File: src/rtl/io_mmio_pkg.sv
// -----------------------------------------------------------------------------
// io_mmio_pkg
// Shared definitions for the UART memory-mapped controller:
//   - register offsets inside the IO window
//   - bit positions of the status word and of the control word
//   - TX sequencer state type
//   - helper that assembles the status word
// -----------------------------------------------------------------------------
package io_mmio_pkg;

  // Register offsets relative to the window base
  localparam logic [31:0] OFF_STATUS = 32'h0000_0000;
  localparam logic [31:0] OFF_RX     = 32'h0000_0004;
  localparam logic [31:0] OFF_TX     = 32'h0000_0008;
  localparam logic [31:0] OFF_CTRL   = 32'h0000_000C;

  // Status word bit positions
  localparam int STAT_TX_NOT_FULL = 0;
  localparam int STAT_RX_VALID    = 1;
  localparam int STAT_TX_EMPTY    = 2;
  localparam int STAT_RX_OVERRUN  = 3;

  // Control word bit positions
  localparam int CTRL_FLUSH       = 0;
  localparam int CTRL_CLR_OVERRUN = 1;

  // TX sequencer: IDLE has nothing on the UART, PRESENT holds a valid byte
  typedef enum logic {
    IDLE    = 1'b0,
    PRESENT = 1'b1
  } tx_state_t;

  // Build the 32-bit status word; unused upper bits read as zero
  function automatic logic [31:0] pack_status(
    input logic rx_overrun,
    input logic tx_empty,
    input logic rx_valid,
    input logic tx_not_full
  );
    logic [31:0] s;
    s = '0;
    s[STAT_RX_OVERRUN]  = rx_overrun;
    s[STAT_TX_EMPTY]    = tx_empty;
    s[STAT_RX_VALID]    = rx_valid;
    s[STAT_TX_NOT_FULL] = tx_not_full;
    return s;
  endfunction

endpackage

File: src/rtl/io_tx_fifo.sv
// -----------------------------------------------------------------------------
// io_tx_fifo
// Synchronous FIFO for outgoing UART bytes. Head is visible combinationally so
// the sequencer can load it into its output register on the same edge it pops.
// Pointers carry one extra wrap bit to tell full from empty.
//
// Ports:
//   clk, rst      clock, asynchronous active-high reset
//   push, din     write din when not full
//   pop           advance read pointer when not empty
//   flush         discard all entries (overrides push/pop on that edge)
//   full, empty   occupancy flags
//   head          oldest entry (undefined when empty)
// -----------------------------------------------------------------------------
module io_tx_fifo #(
  parameter int DEPTH = 4,
  parameter int WIDTH = 8
) (
  input  logic             clk,
  input  logic             rst,
  input  logic             push,
  input  logic             pop,
  input  logic             flush,
  input  logic [WIDTH-1:0] din,
  output logic             full,
  output logic             empty,
  output logic [WIDTH-1:0] head
);

  localparam int AW = (DEPTH > 1) ? $clog2(DEPTH) : 1;
  localparam logic [AW:0] PTR_ONE = {{AW{1'b0}}, 1'b1};

  logic [WIDTH-1:0] mem [DEPTH];
  logic [AW:0]      wr_ptr_reg;
  logic [AW:0]      rd_ptr_reg;
  logic             do_push;
  logic             do_pop;

  assign do_push = push & ~full;
  assign do_pop  = pop & ~empty;

  // Same index with differing wrap bits means the writer lapped the reader
  assign empty = (wr_ptr_reg == rd_ptr_reg);
  assign full  = (wr_ptr_reg[AW] != rd_ptr_reg[AW]) &&
                 (wr_ptr_reg[AW-1:0] == rd_ptr_reg[AW-1:0]);

  assign head = mem[rd_ptr_reg[AW-1:0]];

  // Storage carries no reset; stale contents are unreachable once pointers clear
  always_ff @(posedge clk) begin
    if (do_push) begin
      mem[wr_ptr_reg[AW-1:0]] <= din;
    end
  end

  always_ff @(posedge clk or posedge rst) begin
    if (rst) begin
      wr_ptr_reg <= '0;
      rd_ptr_reg <= '0;
    end else if (flush) begin
      wr_ptr_reg <= '0;
      rd_ptr_reg <= '0;
    end else begin
      if (do_push) begin
        wr_ptr_reg <= wr_ptr_reg + PTR_ONE;
      end
      if (do_pop) begin
        rd_ptr_reg <= rd_ptr_reg + PTR_ONE;
      end
    end
  end

endmodule

File: src/rtl/uart_mmio_ctrl.sv
// -----------------------------------------------------------------------------
// uart_mmio_ctrl
// Bridges CPU loads/stores in a four-register IO window to a UART byte
// interface. Outgoing bytes queue in io_tx_fifo and are drained by a registered
// valid/ready sequencer; incoming bytes land in a single holding register with
// overrun detection. Stall is the only combinational input-to-output path.
//
// Ports:
//   Clock, Reset       system clock, asynchronous active-high reset
//   Addr               CPU access address (exact match decode)
//   WriteData          store data, bits [7:0] used
//   WriteEn, ReadEn    store / load strobes
//   ReadData           registered load data, valid the cycle after the load
//   Stall              CPU must hold a TX store while the FIFO is full
//   UartDataIn/Valid   TX byte and valid toward the UART
//   UartDataInReady    UART accepts the TX byte
//   UartDataOut/Valid  RX byte and one-cycle valid pulse from the UART
//   UartDataOutReady   constant 1, RX is never back-pressured
// -----------------------------------------------------------------------------
module uart_mmio_ctrl
  import io_mmio_pkg::*;
#(
  parameter logic [31:0] BASE_ADDR = 32'h8000_0000,
  parameter int          TX_DEPTH  = 4
) (
  input  logic        Clock,
  input  logic        Reset,
  input  logic [31:0] Addr,
  input  logic [31:0] WriteData,
  input  logic        WriteEn,
  input  logic        ReadEn,
  output logic [31:0] ReadData,
  output logic        Stall,
  output logic [7:0]  UartDataIn,
  output logic        UartDataInValid,
  input  logic        UartDataInReady,
  input  logic [7:0]  UartDataOut,
  input  logic        UartDataOutValid,
  output logic        UartDataOutReady
);

  // ---------------------------------------------------------------------------
  // Address decode
  // ---------------------------------------------------------------------------
  logic hit_status;
  logic hit_rx;
  logic hit_tx;
  logic hit_ctrl;

  assign hit_status = (Addr == BASE_ADDR + OFF_STATUS);
  assign hit_rx     = (Addr == BASE_ADDR + OFF_RX);
  assign hit_tx     = (Addr == BASE_ADDR + OFF_TX);
  assign hit_ctrl   = (Addr == BASE_ADDR + OFF_CTRL);

  // Only the low byte of store data is meaningful
  logic unused_wdata;
  assign unused_wdata = ^WriteData[31:8];

  // ---------------------------------------------------------------------------
  // TX FIFO
  // ---------------------------------------------------------------------------
  logic       fifo_full;
  logic       fifo_empty;
  logic [7:0] fifo_head;
  logic       fifo_pop;
  logic       tx_push;
  logic       tx_flush;

  // Full is judged before any same-edge pop, so a stalled store never sneaks in
  assign Stall    = WriteEn & hit_tx & fifo_full;
  assign tx_push  = WriteEn & hit_tx & ~fifo_full;
  assign tx_flush = WriteEn & hit_ctrl & WriteData[CTRL_FLUSH];

  io_tx_fifo #(
    .DEPTH (TX_DEPTH),
    .WIDTH (8)
  ) u_tx_fifo (
    .clk   (Clock),
    .rst   (Reset),
    .push  (tx_push),
    .pop   (fifo_pop),
    .flush (tx_flush),
    .din   (WriteData[7:0]),
    .full  (fifo_full),
    .empty (fifo_empty),
    .head  (fifo_head)
  );

  // ---------------------------------------------------------------------------
  // TX sequencer
  // ---------------------------------------------------------------------------
  tx_state_t  state_reg;
  tx_state_t  state_next;
  logic [7:0] tx_data_reg;

  always_comb begin
    state_next = state_reg;
    fifo_pop   = 1'b0;
    case (state_reg)
      IDLE: begin
        if (!fifo_empty) begin
          fifo_pop   = 1'b1;
          state_next = PRESENT;
        end
      end
      PRESENT: begin
        // On a completed handshake refill straight from the FIFO so a
        // continuously ready UART sees one byte per cycle
        if (UartDataInReady) begin
          if (!fifo_empty) begin
            fifo_pop = 1'b1;
          end else begin
            state_next = IDLE;
          end
        end
      end
      default: begin
        state_next = IDLE;
      end
    endcase
  end

  always_ff @(posedge Clock or posedge Reset) begin
    if (Reset) begin
      state_reg   <= IDLE;
      tx_data_reg <= '0;
    end else begin
      state_reg <= state_next;
      // A flush on the same edge still lets the popped byte go out: it has
      // already left the queue and becomes the in-flight byte
      if (fifo_pop) begin
        tx_data_reg <= fifo_head;
      end
    end
  end

  // Valid comes straight from the state flop, so reset drops it immediately
  assign UartDataInValid = (state_reg == PRESENT);
  assign UartDataIn      = tx_data_reg;

  logic tx_empty;
  assign tx_empty = fifo_empty & (state_reg == IDLE);

  // ---------------------------------------------------------------------------
  // RX holding register
  // ---------------------------------------------------------------------------
  logic [7:0] rx_hold_reg;
  logic       rx_valid_reg;
  logic       rx_overrun_reg;
  logic       rx_pop;
  logic       rx_capture;
  logic       rx_drop;
  logic       status_read;
  logic       overrun_clear;

  assign status_read   = ReadEn & hit_status;
  assign rx_pop        = ReadEn & hit_rx & rx_valid_reg;
  // A same-edge pop frees the register, so the new byte is taken, not dropped
  assign rx_capture    = UartDataOutValid & (~rx_valid_reg | rx_pop);
  assign rx_drop       = UartDataOutValid & rx_valid_reg & ~rx_pop;
  assign overrun_clear = status_read | (WriteEn & hit_ctrl & WriteData[CTRL_CLR_OVERRUN]);

  always_ff @(posedge Clock or posedge Reset) begin
    if (Reset) begin
      rx_hold_reg    <= '0;
      rx_valid_reg   <= 1'b0;
      rx_overrun_reg <= 1'b0;
    end else begin
      if (rx_capture) begin
        rx_hold_reg  <= UartDataOut;
        rx_valid_reg <= 1'b1;
      end else if (rx_pop) begin
        rx_valid_reg <= 1'b0;
      end
      // A fresh overrun outranks a clear landing on the same edge
      if (rx_drop) begin
        rx_overrun_reg <= 1'b1;
      end else if (overrun_clear) begin
        rx_overrun_reg <= 1'b0;
      end
    end
  end

  assign UartDataOutReady = 1'b1;

  // ---------------------------------------------------------------------------
  // Load data path: sampled from pre-edge state, so a status read shows the
  // overrun flag as it was before the clear it triggers
  // ---------------------------------------------------------------------------
  logic [31:0] read_next;

  always_comb begin
    read_next = '0;
    if (ReadEn) begin
      if (hit_status) begin
        read_next = pack_status(rx_overrun_reg, tx_empty, rx_valid_reg, ~fifo_full);
      end else if (hit_rx && rx_valid_reg) begin
        read_next = {24'b0, rx_hold_reg};
      end
    end
  end

  always_ff @(posedge Clock or posedge Reset) begin
    if (Reset) begin
      ReadData <= '0;
    end else begin
      ReadData <= read_next;
    end
  end

endmodule

File: config.mk
export PLATFORM = sky130hd
export DESIGN_NAME = uart_mmio_ctrl
export DESIGN_NICKNAME = d
export VERILOG_FILES = /design/src/rtl/io_mmio_pkg.sv /design/src/rtl/io_tx_fifo.sv /design/src/rtl/uart_mmio_ctrl.sv
export SDC_FILE = /design/constraint.sdc
export NUM_CORES = 1
export LEC_CHECK = 0
export CELL_PAD_IN_SITES_DETAIL_PLACEMENT = 1
export CELL_PAD_IN_SITES_GLOBAL_PLACEMENT = 1
export CORE_ASPECT_RATIO = 1.25
export CORE_MARGIN = 10
export CORE_UTILIZATION = 35
export CTS_CLUSTER_SIZE = 25
export DETAILED_ROUTE_END_ITERATION = 16
export PLACE_DENSITY_LB_ADDON = 0.3
export SLEW_MARGIN = 20
export SYNTH_ARGS = -nofsm -noshare
export SYNTH_HDL_FRONTEND = slang
export SYNTH_SLANG_ARGS = --single-unit
File: constraint.sdc
create_clock -name Clock -period 1.9 [get_ports Clock]
set_clock_uncertainty 0.05 [all_clocks]
set_input_delay 0.19 -clock Clock [delete_from_list [all_inputs] [get_ports Clock]]
set_output_delay 0.19 -clock Clock [all_outputs]
set_load 0.005 [all_outputs]
==> results.toml, run 1 <==
[die]
die_area_mm2 = 0.0141
row_count = 40
die_w_um = 108
initial_core_util = 0.355
die_h_um = 130
core_mm2 = 0.00956
ioPinCount = 121

[worst_setup_path]
critical_path_arrival_ps = 1820
ff2ff_setup_slack_ps = 110
r2r-start = "u_tx_fifo.wr_ptr_reg[0]$_DFFE_PP0P_"
cp_slowest_cell = "clkdlybuf4s50_1"
reg2reg_depth = 6
crit_path_start_kind = "input pin"
crit_fanout = 8
cp_num_buf_inv = 3
crit_family = "simple AND/OR/NAND/NOR gates"
path_cells = "clkdlybuf4s50_1 > nor4_4 > buf_4 > and4_1 > and3_4 > and2_1 > buf_12"
reg2reg_to = "u_tx_fifo.mem[3][4]$_DFFE_PP_"
crit_type = "input pin to register"
end_kind = "register"
critPathMaxStageDelay_ps = 440
cp.required_ps = 1880

[timing]
final.period_utilization = 0.964
setup_viol = 0
slew_viol_final = 0
max_freq_mhz = 546
layout_setup_ws_ps = 67.6
setup-tns-final_ps = 0
rsz0062_at_grt = "yes"
period_minus_slack_ps = 1830
finalHoldViolations = 0

[clocking]
clk_latency_ps = 320
h-tree-depth = 3
cts_tree = "built"
clk_pin_slew_worst_paths_ps = 50
cts_sinks = 65
cts_max_path_buffers = 2
root_buffer = "clkbuf_16"
cts_inserted_buffers = 9

[power_and_ir_drop]
p_leak_nw = 1.87
irDropWorstVdd_mv = 0.463
p_per_area_mw_per_mm2 = 949

[routing]
dr.first_iter.drc_count = 101
wl_per_cell_um = 18.7
drtPass1Iterations = 4
drc = 0
antenna_left = 0
vias_per_cell = 5.02
vias = 2525
wl_mm = 9.38

[synth]
synth.distinct_cells = 49
yosys.area_share.adder = 0.0184
netlist_area_mm2 = 0.00339
async_flop_share = 0.508
avgSynthCellArea_um2 = 12.7
synth_xor_area_frac = 0.0203
yosysWarnings = 0
synth-main-ff-cell = "dfrtp_1"
synth_edf_count = 32
synth-seq-cells = 65
synthSimpleGateAreaFrac = 0.186
syn_inst = 268
synth_compound_area_frac = 0.0741
synth_top_family_by_area = "simple AND/OR/NAND/NOR gates"
yosysSeqAreaShare = 0.527
muxShareOfSynthArea = 0.0859

[global_routing]
gr-total-overflow = 0
grt_pass1_vias = 2909
antenna_found_initial = 0
grt_pass1_wl_mm = 15.0
track_usage = 0.137
grt_start_max_net_pins = 34

[placement]
place.gp.congestion = 0.729
placed_area_mm2 = 0.00438
dp_hpwl_mm = 6.93
pre_cts_ws_ps = -440
portBuffers = 71

[layout]
seq_area_mm2 = 0.00179
syn_to_final_growth_pct = 40.8
layout.nets = 455
multi_input_area_mm2 = 0.00147
utilization = 0.500
final_layout_size_suffix_gt1_frac = 0.233
n_antenna_cell = 0
largest_reg_flops = 32
n_fill_cell = 999
fin_area_mm2 = 0.00478

[status]
status = "finished clean"

[job]
cap_violations = 0

[min_path]
hold_path.class = "input pin to async pin"
==> kinds of logic after synthesis <==
kind of cell	Yosys count
muxes	18
xor gates and xnor gates	7
AOI/OAI and AO/OA	35
adders and majority gates	5
other	2
buffers and inverters	46
DFF	65
and+or+nand+nor	90
==> report_power, final <==
part / internal (mW) / switching, mW
logic: 0.755 / 0.531
clock network: 1.01 / 0.547
registers: 1.61 / 0.0806
total: 3.37 / 1.16
==> metal layers <==
metal  GRT usage  vias up  wire (um)
li1            -     1179          -
met1       0.151     1255       3560
met2       0.238       79       5080
met3      0.0405       12        567
met4      0.0622        0        171
met5           0        -          0
==> metrics by stage <==
step                      instances  power, mW  hold slack [ps]
after floorplan                 291       2.44              239
after global placement          482       2.94              439
after detailed placement        482       2.99              447
after CTS                       501       4.58              237
after global routing            503       4.79              289
final                           503       4.53              230
==> final cells by class <==
class,count,area share
clock inverters,4,0.00917
repair buffers,110,0.222
multi-input cells,180,0.307
clock buffers,12,0.0495
inverters,6,0.00472
flip-flops and latches,65,0.374
well taps,126,0.0330
==> worst register-to-register path, delay by kind of cell, from the launching register on <==
kind | cells | cell delay, ps
simple gates | 2 | 410
flops | 1 | 410
buf+inv | 2 | 290
compound gates | 1 | 180
xor+xnor | 1 | 170
==> cell usage after synthesis (3+ instances only) <==
| master | n | area, um2 |
|---|---|---|
| ha_1 | 5 | 62.6 |
| nand2b_1 | 3 | 18.8 |
| nand4_1 | 4 | 25.0 |
| mux2_2 | 9 | 101 |
| nor3_1 | 3 | 15.0 |
| a221oi_1 | 3 | 26.3 |
| and3b_1 | 3 | 26.3 |
| and3_1 | 10 | 62.6 |
| and4_1 | 8 | 70.1 |
| o211ai_1 | 10 | 75.1 |
| xnor2_1 | 4 | 35.0 |
| nor2_1 | 3 | 11.3 |
| mux4_2 | 8 | 180 |
| inv_1 | 5 | 18.8 |
| buf_4 | 27 | 203 |
| nand2_1 | 5 | 18.8 |
| dfrtp_1 | 33 | 826 |
| nand3b_1 | 12 | 90.1 |
| edfxtp_1 | 32 | 961 |
| buf_2 | 3 | 15.0 |
| nor4_4 | 4 | 85.1 |
| and2_1 | 5 | 31.3 |
| clkbuf_1 | 7 | 26.3 |
| nor4_1 | 4 | 25.0 |
| nand3_1 | 20 | 100 |
| a21oi_1 | 8 | 40.0 |
==> how the worst max path moves through the flow <==
stage / cells past startpoint / from / to
after floorplan: 5 / u_tx_fifo.wr_ptr_reg[0]$_DFFE_PP0P_ / u_tx_fifo.mem[3][0]$_DFFE_PP_
after global placement: 5 / Addr[27] / Stall
after global routing: 5 / Addr[6] / Stall
after detailed placement: 5 / Addr[11] / Stall
after CTS: 7 / Addr[19] / u_tx_fifo.mem[1][6]$_DFFE_PP_
final: 7 / Addr[6] / u_tx_fifo.mem[3][4]$_DFFE_PP_
==> repair_timing <==
item,CTS,global route
gates resized for setup,9,14
hold buffers,0,0
setup endpoints to repair,1,41
setup buffers,3,2
pin swaps,6,8
==> placed cells by master, fill, tap and decap left out, types with 2 or more instances in the layout <==
cell type	instances
nand3_1	20
nand2b_1	3
buf_12	4
a21oi_1	8
dlymetal6s2s_1	5
clkbuf_1	3
xnor2_1	3
mux4_2	8
conb_1	25
dfrtp_1	33
clkinv_1	2
nor4b_1	2
nand4_1	4
buf_4	35
and3_1	9
nor3_1	3
nor4_4	6
and2_1	2
ha_1	5
clkbuf_16	9
clkinv_2	2
nor2_1	3
xor2_1	2
inv_1	5
nor2b_1	2
and4_1	8
and3b_1	3
a22o_1	2
mux2_2	9
nand3b_1	12
and2_4	3
o211ai_1	10
nor4_2	2
edfxtp_1	32
clkdlybuf4s50_1	65
a221oi_1	3
nand2_1	5
No activity file was read; power rests on OpenSTA's default activity.
==> run 2: changes to the inputs <==
- CORE_UTILIZATION: 35 -> 38
- clock period: 1.9 -> 2.2 ns (I/O delays scaled with it)
==> run 2 against run 1 <==
Against the previous run:
- routed wire length down 6.7%
- total power down 26%
- sequential cell count unchanged
- cell count down 3.4%
- hold slack better by 9.4 ps
- die area down 6.6%
- sequential power down 13%
- first-iteration DRC count up 33%
- critical path type is now input pin to output port
- largest power group unchanged
==> results.toml, run 2 (synthesized netlist as in run 1, its figures left out) <==
[placement]
dp_hpwl_mm = 6.76
place.gp.congestion = 0.748
placed_area_mm2 = 0.00433
portBuffers = 71
pre_cts_ws_ps = -275
dp.cells = 470

[power_and_ir_drop]
irDropWorstVdd_mv = 0.335
total_power_mw = 3.34
p_leak_nw = 1.70
p_per_area_mw_per_mm2 = 741

[routing]
dr.first_iter.drc_count = 134
vias_per_cell = 5.11
vias = 2485
drc = 0
antenna_left = 0
wl_mm = 8.75
drtPass1Iterations = 6
wl_per_cell_um = 18.0

[die]
initial_core_util = 0.390
row_count = 38
die_h_um = 126
die_w_um = 105
die_area_mm2 = 0.0131
core_mm2 = 0.00870
ioPinCount = 121

[timing]
setup_viol = 0
slew_viol_final = 0
whs_ps = 239
layout_setup_ws_ps = 157
finalHoldViolations = 0
final.period_utilization = 0.929
rsz0062_at_grt = "no"
period_minus_slack_ps = 2040
setup-tns-final_ps = 0
max_freq_mhz = 489

[clocking]
cts_inserted_buffers = 9
cts_tree = "built"
clk_latency_ps = 340
clk_pin_slew_worst_paths_ps = 70
post_cts_buffers = 0
cts_sinks = 65
hold_buffers = 0
root_buffer = "clkbuf_8"
cts_max_path_buffers = 2
h-tree-depth = 3

[worst_setup_path]
cp.required_ps = 1930
end_kind = "output port"
crit_type = "input pin to output port"
crit_path_start_kind = "input pin"
critical_path_arrival_ps = 1770
crit_fanout = 4

[global_routing]
grt_pass1_vias = 2751
gr-total-overflow = 0
grt_pass1_wl_mm = 14.2
antenna_found_initial = 0
track_usage = 0.136
grt_start_max_net_pins = 34

[layout]
final_layout_size_suffix_gt1_frac = 0.189
largest_reg_flops = 32
utilization = 0.517
n_antenna_cell = 0
instances_no_fill = 486
fin_area_mm2 = 0.00450
layout.nets = 444
syn_to_final_growth_pct = 32.7
most-common-layout-cells = "clkdlybuf4s50_1, dfrtp_1, edfxtp_1, conb_1, buf_4"
layout_commonest_cell = "clkdlybuf4s50_1"

[status]
status = "finished clean"

[min_path]
hold_path.class = "input pin to async pin"

[job]
cap_violations = 0
run 2: layer usage:
metal | global-route usage | share of wire
met2 | 0.237 | 0.53
met4 | 0.0443 | 0.012
met5 | 0 | 0
met3 | 0.0520 | 0.059
met1 | 0.147 | 0.40
run 2: cell type report:
| cell class | instances | area [um2] |
|---|---|---|
| clock buffers | 11 | 131 |
| clock inverters | 5 | 22.5 |
| fillers | 928 | 4200 |
| inverters | 6 | 22.5 |
| multi-input cells | 180 | 1420 |
| flip-flops and latches | 65 | 1790 |
| well taps | 120 | 150 |
| repair buffers | 99 | 970 |
run 2: critical path, cell delays in order:
cell,delay (ps)
clkdlybuf4s50_1,440
nor4_4,350
nand4_1,180
nor4_2,290
dlygate4sd2_1,290
run 2: where the power goes:
part | switching (mW) | internal [mW] | total (mW)
sequential | 0.0742 | 1.39 | 1.47
combinational | 0.430 | 0.618 | 1.05
clock | 0.427 | 0.395 | 0.823
run 2: repair_timing:
item | CTS | global route
hold endpoints to repair | 0 | 0
endpoints found under the setup margin | 1 | 0
gates resized for setup | 4 | 0
run 2: path summary, 6_finish.rpt:
| path | end | cells after the start | slack, ps | start |
|---|---|---|---|---|
| max | Stall | 5 | 160 | Addr[15] |
| min | ReadData[0]$_DFF_PP0_ | 3 | 240 | Reset |
| max reg2reg | u_tx_fifo.mem[0][6]$_DFFE_PP_ | 5 | 340 | u_tx_fifo.wr_ptr_reg[2]$_DFFE_PP0P_ |
| min reg2reg | UartDataIn[2]$_DFFE_PP0P_ | 1 | 460 | UartDataIn[2]$_DFFE_PP0P_ |
| max in group asynchronous | u_tx_fifo.wr_ptr_reg[1]$_DFFE_PP0P_ | 3 | 1540 | Reset |
| min in group Clock | UartDataIn[2]$_DFFE_PP0P_ | 1 | 460 | UartDataIn[2]$_DFFE_PP0P_ |
==> run 3: changes to the inputs <==
- CAP_MARGIN: not set -> 25
==> results of run 3 <==
No change in the layout: final DEF, timing and power equal those of run 2.
